===== config.mk =====
export PLATFORM = sky130hd
export DESIGN_NAME = train_scheduler
export DESIGN_NICKNAME = d
export VERILOG_FILES = /design/src/rtl/train_scheduler.sv
export SDC_FILE = /design/constraint.sdc
export NUM_CORES = 1
export LEC_CHECK = 0
export ABC_AREA = 1
export BUFFER_PORTS_ARGS = -buffer_cell sky130_fd_sc_hd__buf_2
export CAP_MARGIN = 20
export CORE_AREA = 3 3 118 120
export DETAILED_ROUTE_END_ITERATION = 7
export DIE_AREA = 0 0 121 123
export GPL_TIMING_DRIVEN = 0
export PLACE_DENSITY = 0.67
export SETUP_SLACK_MARGIN = 0.2
export SYNTH_ARGS = -nofsm -noshare
export SYNTH_HDL_FRONTEND = slang
export SYNTH_SLANG_ARGS = --single-unit

===== constraint.sdc =====
create_clock -name clk -period 2.2 [get_ports clk]
set_clock_uncertainty 0.05 [all_clocks]
set_input_delay 0.11 -clock clk [delete_from_list [all_inputs] [get_ports clk]]
set_output_delay 0.11 -clock clk [all_outputs]
set_load 0.01 [all_outputs]

===== src/rtl/train_scheduler.sv =====
// Sample/epoch sequencer: loads one sample vector into the operand buffer,
// launches the training controller, and waits for it to return to idle.
module train_scheduler #(
  parameter int numCycle     = 8,
  parameter int logNumCycle  = 3,
  parameter int dataBitwidth = 16,
  parameter int sampleBits   = 16,
  parameter int epochBits    = 8
) (
  input  logic                    clk,
  input  logic                    rst_n,
  input  logic                    cfg_valid,
  input  logic [sampleBits-1:0]   cfg_num_samples,
  input  logic [epochBits-1:0]    cfg_num_epochs,
  output logic                    cfg_ready,
  input  logic                    abort,
  input  logic                    in_valid,
  input  logic [dataBitwidth-1:0] in_data,
  output logic                    in_ready,
  output logic                    buf_we,
  output logic [logNumCycle-1:0]  buf_addr,
  output logic [dataBitwidth-1:0] buf_wdata,
  output logic                    ctrl_start,
  output logic                    ctrl_done,
  input  logic [2:0]              ctrl_inst,
  output logic [sampleBits-1:0]   sample_idx,
  output logic [epochBits-1:0]    epoch_idx,
  output logic                    busy,
  output logic                    finished,
  output logic [2:0]              dbg_state
);

  localparam logic [2:0] S_IDLE     = 3'd0;
  localparam logic [2:0] S_LOAD     = 3'd1;
  localparam logic [2:0] S_LAUNCH   = 3'd2;
  localparam logic [2:0] S_WAIT_ACK = 3'd3;
  localparam logic [2:0] S_WAIT_RUN = 3'd4;
  localparam logic [2:0] S_FIN      = 3'd5;

  localparam logic [logNumCycle-1:0] LAST_WORD = logNumCycle'(numCycle - 1);

  logic [2:0]              state_q, state_d;
  logic [sampleBits-1:0]   n_q, n_d;
  logic [epochBits-1:0]    e_q, e_d;
  logic [sampleBits-1:0]   sample_q, sample_d;
  logic [epochBits-1:0]    epoch_q, epoch_d;
  logic [logNumCycle-1:0]  word_q, word_d;
  logic                    we_q, we_d;
  logic [logNumCycle-1:0]  addr_q, addr_d;
  logic [dataBitwidth-1:0] wdata_q, wdata_d;

  logic last_sample;
  logic last_epoch;

  // Terminal compares use the latched counts minus one, so the index
  // counters never need to count past N-1 / E-1.
  assign last_sample = (sample_q == (n_q - sampleBits'(1)));
  assign last_epoch  = (epoch_q == (e_q - epochBits'(1)));

  always_comb begin
    state_d  = state_q;
    n_d      = n_q;
    e_d      = e_q;
    sample_d = sample_q;
    epoch_d  = epoch_q;
    word_d   = word_q;
    we_d     = 1'b0;
    addr_d   = addr_q;
    wdata_d  = wdata_q;

    if ((state_q != S_IDLE) && abort) begin
      state_d = S_IDLE;
      word_d  = '0;
    end else begin
      case (state_q)
        S_IDLE: begin
          if (cfg_valid) begin
            n_d      = cfg_num_samples;
            e_d      = cfg_num_epochs;
            sample_d = '0;
            epoch_d  = '0;
            word_d   = '0;
            if ((cfg_num_samples == '0) || (cfg_num_epochs == '0)) begin
              state_d = S_FIN;
            end else begin
              state_d = S_LOAD;
            end
          end
        end
        S_LOAD: begin
          if (in_valid) begin
            we_d    = 1'b1;
            addr_d  = word_q;
            wdata_d = in_data;
            if (word_q == LAST_WORD) begin
              word_d  = '0;
              state_d = S_LAUNCH;
            end else begin
              word_d = word_q + logNumCycle'(1);
            end
          end
        end
        S_LAUNCH: begin
          state_d = S_WAIT_ACK;
        end
        S_WAIT_ACK: begin
          if (ctrl_inst != 3'd0) begin
            state_d = S_WAIT_RUN;
          end
        end
        S_WAIT_RUN: begin
          if (ctrl_inst == 3'd0) begin
            if (last_sample && last_epoch) begin
              state_d = S_FIN;
            end else if (last_sample) begin
              sample_d = '0;
              epoch_d  = epoch_q + epochBits'(1);
              state_d  = S_LOAD;
            end else begin
              sample_d = sample_q + sampleBits'(1);
              state_d  = S_LOAD;
            end
          end
        end
        S_FIN: begin
          state_d = S_IDLE;
        end
        default: begin
          state_d = S_IDLE;
        end
      endcase
    end
  end

  always_ff @(posedge clk or negedge rst_n) begin
    if (!rst_n) begin
      state_q  <= S_IDLE;
      n_q      <= '0;
      e_q      <= '0;
      sample_q <= '0;
      epoch_q  <= '0;
      word_q   <= '0;
      we_q     <= 1'b0;
      addr_q   <= '0;
      wdata_q  <= '0;
    end else begin
      state_q  <= state_d;
      n_q      <= n_d;
      e_q      <= e_d;
      sample_q <= sample_d;
      epoch_q  <= epoch_d;
      word_q   <= word_d;
      we_q     <= we_d;
      addr_q   <= addr_d;
      wdata_q  <= wdata_d;
    end
  end

  // Handshake: a stream word transfers on a rising edge where in_valid and
  // in_ready are both high; in_ready depends only on the state register.
  assign cfg_ready  = (state_q == S_IDLE);
  assign in_ready   = (state_q == S_LOAD);
  assign busy       = (state_q != S_IDLE);
  assign ctrl_start = (state_q == S_LAUNCH);
  assign ctrl_done  = (state_q == S_WAIT_RUN);
  assign finished   = (state_q == S_FIN);
  assign buf_we     = we_q;
  assign buf_addr   = addr_q;
  assign buf_wdata  = wdata_q;
  assign sample_idx = sample_q;
  assign epoch_idx  = epoch_q;
  assign dbg_state  = state_q;

endmodule


Yosys cells after proc, flatten, opt, wreduce, memory -nomap -nowiden
Cells that the tools add are included.
{"block": "totals", "regBits": 74, "in_bits": 48, "wordCells": 76, "output_inout_bits": 53}
{"block": "classes", "n_reduce_logical": 17, "add_sub_neg": 5, "n_bitwise": 1, "muxes": 27, "eq_ne": 17}
{"cell": "$mux 16", "n": 4}
{"cell": "$mux 3", "n": 12}
{"cell": "$mux 8", "n": 4}
{"cell": "$pmux 16 s2", "n": 1}
{"cell": "$add 16x1->16 const B", "n": 1}
{"cell": "$eq 16x16->1", "n": 1}
{"cell": "$logic_not 16->1", "n": 1}
{"cell": "$pmux 8 s2", "n": 1}
{"cell": "$sub 16x1->16 const B", "n": 1}
{"cell": "$pmux 3 s5", "n": 1}
{"cell": "$reduce_and 5->1", "n": 2}
{"cell": "$eq 3x3->1 const B", "n": 3}
{"cell": "$reduce_and 3->1", "n": 3}
{"cell": "$reduce_bool 3->1", "n": 3}
{"cell": "$add 8x1->8 const B", "n": 1}
{"cell": "$eq 8x8->1", "n": 1}
{"cell": "$logic_not 8->1", "n": 1}
{"cell": "$sub 8x1->8 const B", "n": 1}
{"cell": "$eq 3x2->1 const B", "n": 2}
{"cell": "$logic_not 3->1", "n": 2}
{"cell": "$ne 3x1->1 const B", "n": 2}
{"cell": "$ne 3x2->1 const B", "n": 2}
{"cell": "$pmux 3 s2", "n": 1}
{"cell": "$reduce_and 6->1", "n": 1}
{"cell": "other kinds (10)", "n": 15}

Logic depth before layout (Yosys ltp)
{"block": "depth", "word_depth": 7, "mapped_depth": 17, "depth_no_buf": 16}

Worst setup path after synthesis
No wires, ideal clock.
{"block": "synth_path", "kind": "reg-to-reg", "start": "register e_q[0]", "end": "register sample_q[3], in the netlist sample_idx[3]", "slack_ns": 0.109, "period_less_slack_ns": 2.091, "arrival_time_ns": 1.922, "path_stages_with_launch": 14, "t_required_ns": 2.032, "setup_time_ns": 0.118, "n_path_buf": 1, "path_cell_list": "dfrtp_1 inv_1 ha_1 nand2_1 inv_1 nor2_1 nand3_1 nor2_1 nand3_1 nor3_1 nand4_4 nand2_4 buf_6 o21ai_2"}
{"block": "synth_via", "elab_chain_cells": 5}
{"element": "start: declaration", "line": "44", "rtl": "logic [epochBits-1:0] e_q, e_d;"}
{"element": "start signal: assignment", "line": "139", "rtl": "e_q <= '0;"}
{"element": "start signal: assignment", "line": "149", "rtl": "e_q <= e_d;"}
{"element": "$sub 8x1->8", "line": "58", "rtl": "assign last_epoch = (epoch_q == (e_q - epochBits'(1)));"}
{"element": "$eq 8x8->1", "line": "58"}
{"element": "$logic_and 1x1->1", "line": "113", "rtl": "if (last_sample && last_epoch) begin"}
{"element": "$ne 2x2->1 (no source line)"}
{"element": "$reduce_and 5->1 (no source line)"}
{"element": "end signal: assignment", "line": "150", "rtl": "sample_q <= sample_d;"}
{"element": "end: declaration", "line": "45", "rtl": "logic [sampleBits-1:0] sample_q, sample_d;"}
No other way between the ends.
A chain may end at the register's enable or synchronous reset.

Worst setup path after layout
{"block": "layout_path", "start": "register n_q[1]", "end": "register sample_q[0], in the netlist sample_idx[0]"}
{"block": "layout_via", "elab_chain_cells": 6, "word_cells_on_any_way": 9, "classes_between": "1 x add/sub; 2 x eq/ne; 4 x mux; 2 x reduce/logical"}
{"element": "start: declaration", "line": "43", "rtl": "logic [sampleBits-1:0] n_q, n_d;"}
{"element": "start signal: assignment", "line": "148", "rtl": "n_q <= n_d;"}
{"element": "$sub 16x1->16 (*)", "line": "57", "rtl": "assign last_sample = (sample_q == (n_q - sampleBits'(1)));"}
{"element": "$eq 16x16->1 (*)", "line": "57"}
{"element": "$mux 16", "line": "115", "rtl": "end else if (last_sample) begin"}
{"element": "$mux 16", "line": "113"}
{"element": "$mux 16", "line": "112", "rtl": "if (ctrl_inst == 3'd0) begin"}
{"element": "$pmux 16 s2", "line": "75", "rtl": "case (state_q)"}
Every way passes the cells marked *; elsewhere a longest branch is shown, timed or not. The select of a mux whose other input is x is not followed.

==> key figures <==
Run status
  – Run status: finished with violations
  – Violated checks: negative setup slack

Floorplan
  – Row Count: 42
  – Initial Utilization: 39.1%
  – Horiz. Die Dim: 121 um
  – Die footprint: approximately 15000 um2
  – Core ar.: approximately 13000 um2
  – Die Ht: between 100 and 150 um
  – IO Count: 101

Synth
  – Synth cell types: 40
  – Syn avg cell area: 7.07 um2
  – Synth top cells by count: nand2_1, nor2_1, inv_1
  – Top area cells in the synthesized netlist: dfrtp_1, nand2_1, nor2_1
  – Ys Warns: 0
  – Share of the synthesized area in the top cell type: 36.2%
  – Sequential share of the synthesized area: 36.2%
  – Yosys reg bits: 74
  – Top-count cell post-synth: nand2_1
  – Post-synth ARST share: 100%
  – Primary FF master, synth: dfrtp_1
  – Number of synthesized flops with an enable pin: 0
  – Syn_nets: 777
  – Top cell type by total area after synthesis: dfrtp_1
  – Mapped Area: between 5000 and 6000 um2
  – Post-synthesis cell count: slightly above 700

Global routing
  – Largest net degree at the start of global routing: 59
  – GRT overflow: 0
  – Tot GR Track Use: 20.2%
  – First-pass GRT wire length: roughly 24 mm
  – Initial antenna violation count: 0
  – Vias in the first global route: 4977

Placed design
  – Placed inst area: 5880 um2
  – Placed cells: 1000
  – Buffers on Ports: 100
  – Routability cong.: between 0.8 and 0.9
  – Post-DP HPWL: 10.7 mm

STA
  – Max transition margin: between 60% and 70%
  – Fmax: around 0.45 GHz
  – Final setup margin: -0.0368 ns
  – Period Utilization, post-route: 102%
  – Final setup viols: 15
  – Crit path time final: approximately 2.2 ns
  – RSZ-0062 raised after global routing: yes
  – Final hold vios: 0
  – Worst Max-Slew Pin Slew: approximately 0.51 ns
  – Fin. max-slew vios: 0
  – Setup_tns: -0.367 ns

Worst setup path
  – CP endpoint kind: flop
  – Worst EP required: 2.42 ns
  – Startpoint types: flop
  – Worst EP arrival: about 2.5 ns
  – R2R cell count: 17
  – Setup slack, reg-to-reg: -0.04 ns
  – WS Path Type: flop to flop
  – Crit path max fanout: 5

Power
  – LEAKAGE: 3.63 nW
  – Sw Ratio: between 40 and 50%
  – Clock power frac: 19.5%
  – Net Sw Power: approximately 3.3 mW
  – Worst vdd ir: ~0.75 mV
  – Comb power frac: approximately 50%
  – P_int: between 4 and 5 mW
  – PwrDens: 1090 nW/um2
  – Seq pwr share: 29.3%

Clocking
  – CTS Root Cell: clkbuf_16
  – CTS Buffer Depth: 2
  – CTS tree: yes
  – H-tree depth: 3
  – Clk pin slew, worst setup/hold paths: approximately 0.060 ns
  – Clk sinks: 74
  – Clock latency on the worst-skew pair: 0.33 ns
  – TritonCTS Buffers: 9

Drt
  – Via/cell ratio: approximately 4.9
  – Initial DRC Count: around 290
  – DRC Markers: 0
  – Vias: 5245
  – DR pass1 iterations: 5
  – WL met2: 7.01 mm
  – Average wire per standard cell: ~14 um
  – Routed WL: 15.0 mm
  – Post-DRT Antenna Nets: 0
  – Met3 WL: 768 um
  – Met1 wire length: 6.68 mm
  – Top sig layer: met4

Hold path
  – Hold Path Depth: 3
  – HP Class: input pin to flop

Final layout
  – Post-Layout Inst Area: 6980 um2
  – NumNets Final: roughly 950
  – Layout Cells excl Fill: 1075
  – Fill cell count: 1218
  – Share of layout cells above drive strength 1: 29.6%
  – Antenna Cells: 0
  – Layout area overhead: 36.5%

Flow run
  – Max cap viols: 0
power by group through the flow:
stage / Combinational, mW / Sequential (mW) / Clock, mW
floorplan: 2.15 / 2.21 / 0
global placement: 3.06 / 2.18 / 0
detailed placement: 3.11 / 2.18 / 0
CTS: 3.53 / 2.21 / 1.49
global route: 4.34 / 2.28 / 1.55
finish: 3.89 / 2.22 / 1.48
layout make-up:
cell class	instances	area (um2)	area share [%]
timing repair buffer	160	1130	16.1
inverter	88	333	4.77
multi-input combinational	546	3010	43.2
sequential	74	1860	26.7
tap	176	220	3.16
buffer	15	130	1.87
clock buffer	10	229	3.28
clock inverter	6	66.3	0.951
routing by layer:
metal | track usage, % | up-vias
met2 | 32.4 | 142
li1 | - | 2651
met4 | 10.1 | 0
met3 | 3.16 | 34
met5 | 0 | -
met1 | 26.6 | 2418
logic make-up (layout without fill, tap and decap cells):
group                    Yosys count  count (layout)  share of synthesized area, %
XOR/XNOR                          30              30                          5.14
buffers and inverters            103             279                          8.37
adder cells (fa/ha/maj)            6               6                          1.47
AO/OA/AOI/OAI                     55              55                          6.51
AND/OR/NAND/NOR                  451             451                          41.4
multiplexers                       4               4                         0.881
flip-flops                        74              74                          36.2
critical path: stages (launching register included):
cell and delay, ns:
dfrtp_1 0.40, inv_2 0.07, ha_4 0.25, inv_2 0.05
nand2_2 0.04, nand2_2 0.09, nand2_2 0.07, nor2_2 0.11
nand3_1 0.07, nor2_1 0.09, nand2_1 0.08, nor2_2 0.14
nand4_4 0.14, nand2_4 0.12, buf_12 0.13, clkbuf_16 0.15
nand2_2 0.05, o21ai_2 0.06
cells in the final DEF (no fill, tap or decap), types with 4 or more instances in the layout:
cell type | Yosys | routed
dfrtp_2 | 0 | 6
nor3_1 | 7 | 6
a21oi_1 | 23 | 23
nand4_1 | 19 | 19
nand3_1 | 56 | 53
dfrtp_1 | 74 | 68
o21ai_1 | 5 | 4
nor2_4 | 3 | 9
o21ai_2 | 14 | 16
buf_4 | 0 | 26
clkbuf_2 | 1 | 6
nor2_1 | 85 | 73
nor2_2 | 5 | 11
xor2_1 | 22 | 22
mux2_2 | 4 | 4
nand2_1 | 218 | 205
buf_12 | 0 | 6
nand3b_1 | 12 | 12
nand2_2 | 19 | 26
dlygate4sd3_1 | 0 | 29
o21ai_0 | 11 | 10
clkbuf_16 | 0 | 10
xnor2_1 | 8 | 8
ha_1 | 6 | 4
buf_2 | 2 | 101
nand2_4 | 4 | 10
nor4_1 | 12 | 12
inv_1 | 81 | 75
inv_2 | 6 | 11
through the flow:
stage          util [%]  hold slack [ns]  worst slack [ns]  power, mW
2_1_floorplan         -           -0.236             0.203       4.36
3_3_place_gp       44.7            0.260            -0.145       5.24
3_5_place_dp       45.0          -0.0477            -0.149       5.29
4_1_cts            51.2         0.000438           -0.0342       7.23
5_1_grt            53.3          0.00731            -0.184       8.16
6_report           53.3          0.00245           -0.0368       7.59
registers in the layout, summed over array words and instances (netlist names):
register    count
buf_addr        3
sample_idx     16
n_q            16
e_q             8
word_q          3
dbg_state       3
buf_wdata      16
epoch_idx       8
buf_we          1
path summary, 6_finish.rpt:
kind / from / endpoint
min in group asynchronous: rst_n / sample_idx[2]
max in group asynchronous: rst_n / dbg_state[0]
worst max-delay path: n_q[1] / sample_idx[0]
worst max register to register: n_q[1] / sample_idx[0]
worst min register to register: buf_wdata[8] / buf_wdata[8]
worst min-delay path: cfg_num_epochs[1] / e_q[1]
repair_timing:
item	CTS	global route
hold buffers	29	0
gates resized for setup	32	40
setup endpoints to repair	67	71
pin swaps	8	26
hold endpoints to repair	102	0
cloned	1	1
buffers inserted	12	16
Note: power is estimated with default switching activity, not from simulation.
